**src/rtl/hazard_scoreboard.sv**
```systemverilog
// hazard_scoreboard: operand forwarding, load-use and long-op (RAW/WAW/structural) stalls,
// single-entry scoreboard for the unpipelined multi-cycle unit, saturating stall counter.
module hazard_scoreboard #(
    parameter int NSRC     = 3,
    parameter int REGW     = 4,
    parameter int LONG_LAT = 3,
    parameter int CNTW     = 16
) (
    input  logic                 clk,
    input  logic                 reset,
    input  logic [NSRC*REGW-1:0] RA_D,
    input  logic [NSRC-1:0]      SrcValidD,
    input  logic [REGW-1:0]      WA_D,
    input  logic                 RegWriteD,
    input  logic                 LongOpD,
    input  logic [NSRC*REGW-1:0] RA_E,
    input  logic [REGW-1:0]      WA_E,
    input  logic [REGW-1:0]      WA_M,
    input  logic [REGW-1:0]      WA_W,
    input  logic                 RegWriteE,
    input  logic                 MemtoRegE,
    input  logic                 LongOpE,
    input  logic                 RegWriteM,
    input  logic                 RegWriteW,
    input  logic                 PCWrPendingF,
    input  logic                 PCSrcW,
    input  logic                 BranchMissed,
    output logic [2*NSRC-1:0]    ForwardE,
    output logic                 StallF,
    output logic                 StallD,
    output logic                 FlushD,
    output logic                 FlushE,
    output logic                 LongBusy,
    output logic [CNTW-1:0]      StallCnt
);
    localparam int CW = $clog2(LONG_LAT + 1);

    logic [CW-1:0]   long_cnt_q, long_cnt_d;
    logic [REGW-1:0] long_dst_q, long_dst_d;
    logic [CNTW-1:0] stall_cnt_q, stall_cnt_d;
    logic [NSRC-1:0] hit_e, hit_l;
    logic            issue, cnt_gt1, ldr_stall, long_raw, long_waw, long_struct, haz_stall;

    genvar i;
    generate
        for (i = 0; i < NSRC; i++) begin : g_src
            assign ForwardE[2*i +: 2] = (RA_E[i*REGW +: REGW] == WA_M && RegWriteM) ? 2'b10 :
                                        (RA_E[i*REGW +: REGW] == WA_W && RegWriteW) ? 2'b01 : 2'b00;
            assign hit_e[i] = SrcValidD[i] && RA_D[i*REGW +: REGW] == WA_E;
            assign hit_l[i] = SrcValidD[i] && RA_D[i*REGW +: REGW] == long_dst_q;
        end
    endgenerate

    // At LongCnt == 1 the long unit writes in the first half-cycle, so readers need no stall.
    always_comb begin
        issue       = LongOpE && RegWriteE;
        cnt_gt1     = long_cnt_q > CW'(1);
        ldr_stall   = (|hit_e) && MemtoRegE && RegWriteE;
        long_raw    = ((|hit_e) && issue) || ((|hit_l) && cnt_gt1);
        long_waw    = RegWriteD && ((WA_D == long_dst_q && cnt_gt1) || (WA_D == WA_E && LongOpE));
        long_struct = LongOpD && (cnt_gt1 || LongOpE);
        haz_stall   = ldr_stall || long_raw || long_waw || long_struct;
        long_cnt_d  = issue ? CW'(LONG_LAT) : (long_cnt_q != '0) ? long_cnt_q - CW'(1) : long_cnt_q;
        long_dst_d  = issue ? WA_E : long_dst_q;
        stall_cnt_d = (haz_stall && stall_cnt_q != '1) ? stall_cnt_q + CNTW'(1) : stall_cnt_q;
    end

    always_ff @(posedge clk or posedge reset) begin
        if (reset) begin
            long_cnt_q  <= '0;
            long_dst_q  <= '0;
            stall_cnt_q <= '0;
        end else begin
            long_cnt_q  <= long_cnt_d;
            long_dst_q  <= long_dst_d;
            stall_cnt_q <= stall_cnt_d;
        end
    end

    assign StallD   = haz_stall;
    assign StallF   = haz_stall || PCWrPendingF;
    assign FlushE   = haz_stall;
    assign FlushD   = PCWrPendingF || PCSrcW || BranchMissed;
    assign LongBusy = long_cnt_q != '0;
    assign StallCnt = stall_cnt_q;
endmodule

```
**config.mk**
```make
export PLATFORM = sky130hd
export DESIGN_NAME = hazard_scoreboard
export DESIGN_NICKNAME = d
export VERILOG_FILES = /design/src/rtl/hazard_scoreboard.sv
export SDC_FILE = /design/constraint.sdc
export NUM_CORES = 1
export LEC_CHECK = 0
export BUFFER_PORTS_ARGS = -buffer_cell sky130_fd_sc_hd__clkbuf_2
export CAP_MARGIN = 30
export CELL_PAD_IN_SITES_DETAIL_PLACEMENT = 1
export CELL_PAD_IN_SITES_GLOBAL_PLACEMENT = 1
export CORE_MARGIN = 2
export CORE_UTILIZATION = 26
export CTS_CLUSTER_DIAMETER = 80
export DETAILED_ROUTE_END_ITERATION = 10
export HOLD_SLACK_MARGIN = 0.1
export PLACE_DENSITY_LB_ADDON = 0.15
export SETUP_SLACK_MARGIN = 0.05
export SYNTH_ARGS = -nofsm -noshare
export SYNTH_HDL_FRONTEND = slang
export SYNTH_SLANG_ARGS = --single-unit
```
**constraint.sdc**
```tcl
create_clock -name clk -period 3.3 [get_ports clk]
set_clock_uncertainty 0.1 [all_clocks]
set_input_delay 0.33 -clock clk [delete_from_list [all_inputs] [get_ports clk]]
set_output_delay 0.33 -clock clk [all_outputs]
set_load 0.02 [all_outputs]
```
## Word-level counts from Yosys, hierarchy flattened

Cells that the tools add are included.

- Equality and inequality tests: 15
- Muxes and demuxes: 8
- Add/subtract/negate cells: 2
- $lt $le $gt $ge: 1
- Reductions and logical operators: 35

Operator list:

| cell | count |
|---|---|
| 4-bit equality test | 14 |
| 1-bit logical AND | 22 |
| 16-bit by 1-bit adder with 16-bit output, second input constant | 1 |
| 16-bit != test, second input constant | 1 |
| 2-bit two-way mux | 5 |
| 1-bit logical OR | 9 |
| 3-bit OR reduction | 2 |
| 2-bit nonzero test | 2 |
| 1-bit two-way mux | 3 |
| 2-bit by 1-bit > comparator with 1-bit output, second input constant | 1 |
| 2-bit by 1-bit subtractor with 2-bit output, second input constant | 1 |

- Input port bits: 55
- Output and inout bits: 27
- Register bits: 22
- Logic and storage cells: 64

## Depth between registers and ports, before layout

- Depth in word-level cells: 9
- Depth in mapped cells: 10
- Mapped depth without buffers: 8

## Least setup slack after synthesis

Ideal clock, no wire load.

- Kind: register to output
- From: reg long_cnt_q[1]
- To: out StallD
- Cell stages (with the launch flop): 11
- Data arrival time: 1992 ps
- Path slack: 878 ps
- Required time: 2870 ps
- Path buffers: 2
- Cell sequence: dfrtp_1 inv_1 ha_1 and2b_2 nand3_1 nor4_1 or3_4 buf_6 nor3_2 inv_1 buf_4

- Cells in the longest elaborated chain, start to end: 6
- Elaborated cells between the ends (all ways): 11
- Classes of those cells: order compare: 1; reduce/logical: 10

Ends and longest elaborated chain:

| element | RTL line | source |
|---|---|---|
| from (decl) | 38 | `logic [CW-1:0] long_cnt_q, long_cnt_d;` |
| from (signal assigned) | 74 | `long_cnt_q <= long_cnt_d;` |
| 2-bit by 1-bit > comparator with 1-bit output * | 57 | `cnt_gt1 = long_cnt_q > CW'(1);` |
| 1-bit logical AND, on equally long branches | 59, 60 |  |
| 1-bit logical OR, on equally long branches | 59, 60 |  |
| 1-bit logical OR / 1-bit logical AND (equally long branches) | 62, 60 |  |
| 1-bit logical OR | 62 | `haz_stall = ldr_stall \|\| long_raw \|\| long_waw \|\| long_struct;` |
| 1-bit logical OR * | 62 |  |
| to (decl) | 30 | `output logic StallD,` |

Mark *: on every way between the ends. The rest lies on a longest branch, timed or not.

## Worst setup path after layout

- From: reg long_cnt_q[1]
- To: out FlushE

- Cells in the longest elaborated chain, start to end: 6
- Elaborated cells between the ends (all ways): 11
- Classes of those cells: order compare: 1; reduce/logical: 10

Ends and longest elaborated chain:

| element | RTL line | source |
|---|---|---|
| 2-bit by 1-bit > comparator with 1-bit output * | 57 |  |
| 1-bit logical AND, on equally long branches | 59, 60 |  |
| 1-bit logical OR, on equally long branches | 59, 60 |  |
| 1-bit logical OR / 1-bit logical AND (equally long branches) | 62, 60 |  |
| 1-bit logical OR | 62 |  |
| 1-bit logical OR * | 62 |  |
| to (decl) | 32 | `output logic FlushE,` |

Marks and branches as above.

==> reports/qor.yml <==
placement:
  place.gp.congestion: 0.753
  dpl-instance-area_mm2: 0.00256
  preCtsSetupSlack_ns: 0.580
  dp_hpwl_um: 5160
  dp_cells: 415
  portBuffers: 81
logic_synthesis:
  postSynth.asyncResetShare_pct: 100
  synthTopCellsByCount: "39 x xor2_1, 22 x dfrtp_1, 21 x nand2_1, 21 x xnor2_1, 20 x nand3_1"
  yosysSeqAreaShare_pct: 26.1
  synth_ff_type: "dfrtp_1"
  syn_area_mm2: 0.00211
  synth_largest_area_cell: "dfrtp_1"
  synthMostInstantiatedCell: "xor2_1"
  synth_edf_count: 0
  yosysWarnings: 0
  synthesis.nets: 303
  synth-seq-cells: 22
  synth_top_area_share_pct: 26.1
  synth_area_leaders: "dfrtp_1 26%, xor2_1 16%, xnor2_1 8.7%"
  syn_inst: 245
  syn_area_per_cell_um2: 8.59
  yosysUniqueCellTypes: 41
critical_path:
  worstPathArrival_ns: 2.53
  cp.buffers_inverters: 3
  path_class: "flop to primary output"
  cp_common_cell: "inv_1"
  start_kind: "flop"
  slowest_stage: "nand4_1"
  crit_family: "simple AND/OR/NAND/NOR gates"
  critPathMaxFanout: 11
  crit_path_cell_trace: "inv_1 > ha_1 > and2b_2 > o21ai_0 > nand4_1 > nor3_2 > inv_1 > clkbuf_2"
  cpPeakStageDelay_ns: 0.49
  cp.required_ns: 2.87
  critPathCaptureType: "primary output"
pwr:
  swShare_pct: 44.7
  p_comb_share_pct: 49.9
  power_frac_clock_pct: 17.7
  seq_power_share_pct: 32.3
  finalPower_mw: 1.47
  ir_drop_mv: 0.237
  intPower_uw: 812
  power_density_mw_per_mm2: 556
  p_sw_uw: 655
  p_leak_nw: 1.22
cts:
  cts.repair.resized: 0
  clock_sinks: 22
  postCtsSetupBuffers: 0
  hold_buffers: 1
  clock_path_buffers: 2
  numCtsBuffers: 3
  cts.htree.levels: 1
  clk-insertion-delay-late_ns: 0.27
  cts_root_buffer: "clkbuf_8"
  clkTransAtPathRegs_ns: 0.08
  cts_tree: "done"
min_path:
  hp-class: "input port to flop"
finish:
  final_area_mm2: 0.00264
  syn2layout_area_growth_pct: 25.3
  fin_util_pct: 34.0
  multi_input_comb_area_mm2: 0.00141
  fill_cells: 960
  regArea_um2: 551
  antenna_cells: 0
  drive_gt1_share_pct: 32.1
  final_nets: 377
  final-instance-count-excl-fill: 420
sta:
  rsz0062_at_grt: "no"
  slew_violations: 0
  timing.fmax_ghz: 0.338
  setup_tns_ns: 0
  worstMarginPinSlew_ns: 0.556
  relSlewSlack_pct: 62.8
  fin_ws_ns: 0.342
  timing.final.crit_period_ns: 2.96
  hold_ws_ns: 0.332
  finalHoldViolCount: 0
  finalSetupViolations: 0
  fin_crit_sh_pct: 89.6
die:
  floorplan.die.width_um: 94.0
  start_util_pct: 27.1
  die_h_um: 94.0
  rows: 32
  ios: 82
  die-area_mm2: 0.00884
  core_mm2: 0.00777
routing:
  drcViolationCount: 0
  routed_wl_um: 6360
  drtPass1Iterations: 4
  via_per_inst: 4.90
  wl_per_cell_um: 15.2
  drt_iter0_drc: 43
  dr_total_vias: 2056
  ant_nets: 0
run_status:
  outcome: "completed"
global_route:
  antenna_found_initial: 0
  grt_pass1_vias: 2184
  grt_pass1_wl_um: 10800
  grt_overflow: 0
  track_usage_pct: 15.2
  grt_max_degree: 21
run:
  cap_violations: 0
[flip-flops by register name (all words and copies together) (netlist names)]
name / cells
long_dst_q: 4
StallCnt: 16
long_cnt_q: 2
[worst paths after layout]
path / startpoint / endpoint / depth (start not counted) / slack [ns]
max in group asynchronous: reset / StallCnt[5] / 4 / 2.34
hold / removal: WA_E[0] / long_dst_q[0] / 2 / 0.33
min in group asynchronous: reset / StallCnt[0] / 3 / 0.40
hold reg to reg: StallCnt[15] / StallCnt[15] / 1 / 0.42
setup / recovery: long_cnt_q[1] / FlushE / 8 / 0.34
setup reg to reg: long_cnt_q[1] / StallCnt[14] / 7 / 0.71
[final cells by class]
cell class                 count  share of cell area, %
tap                          102                   4.84
clock inverter                 1                   1.14
multi-input combinational    200                   53.4
timing repair buffer          84                   17.1
clock buffer                   3                   1.56
inverter                       8                   1.14
sequential                    22                   20.9
[worst register-to-register path: cells and delay by family (launching register included)]
kind | cells | cell delay [ns]
and+or+nand+nor | 2 | 0.74
AOI/OAI and AO/OA | 2 | 0.74
DFF | 1 | 0.39
muxes | 1 | 0.30
adders and majority gates | 1 | 0.13
buffers and inverters | 1 | 0.09
[placed cells by master, fill, tap and decap left out, types with 2 or more instances in the layout]
master / instances
nand4_1: 9
and4_1: 4
a31oi_1: 5
ha_1: 3
inv_1: 8
mux2_2: 6
nor2_1: 8
mux2_1: 2
clkbuf_8: 3
nor4_1: 9
a211oi_1: 2
dfrtp_1: 22
nand3_1: 20
xnor2_1: 21
and3_1: 5
o21ai_0: 11
clkbuf_2: 81
xor2_1: 39
o31ai_2: 2
nand2_1: 21
nor3_1: 8
nand2b_1: 2
a21oi_1: 5
and2_1: 2
[cells by family after synthesis]
kind of cell | count (synthesis) | share of synthesized area [%]
AND/OR/NAND/NOR | 95 | 24.4
XOR/XNOR | 60 | 25.0
AO/OA/AOI/OAI | 33 | 10.8
buffers and inverters | 23 | 6.95
flip-flops | 22 | 26.1
multiplexers | 9 | 4.99
adder cells (fa/ha/maj) | 3 | 1.78
[routing by layer]
| layer | wire [um] | track usage [%] |
|---|---|---|
| met3 | 278 | 2.89 |
| met1 | 2960 | 20.2 |
| met2 | 3100 | 26.7 |
| met4 | 21 | 1.09 |
| met5 | 0 | 0 |
[power groups by stage]
stage	clock [mW]	combinational, mW	sequential [mW]
final	0.260	0.732	0.474
after global routing	0.287	0.821	0.496
after CTS	0.276	0.743	0.476
after detailed placement	0	0.737	0.482
after global placement	0	0.717	0.480
after floorplan	0	0.469	0.509
Power figures use the tool's default switching activity.
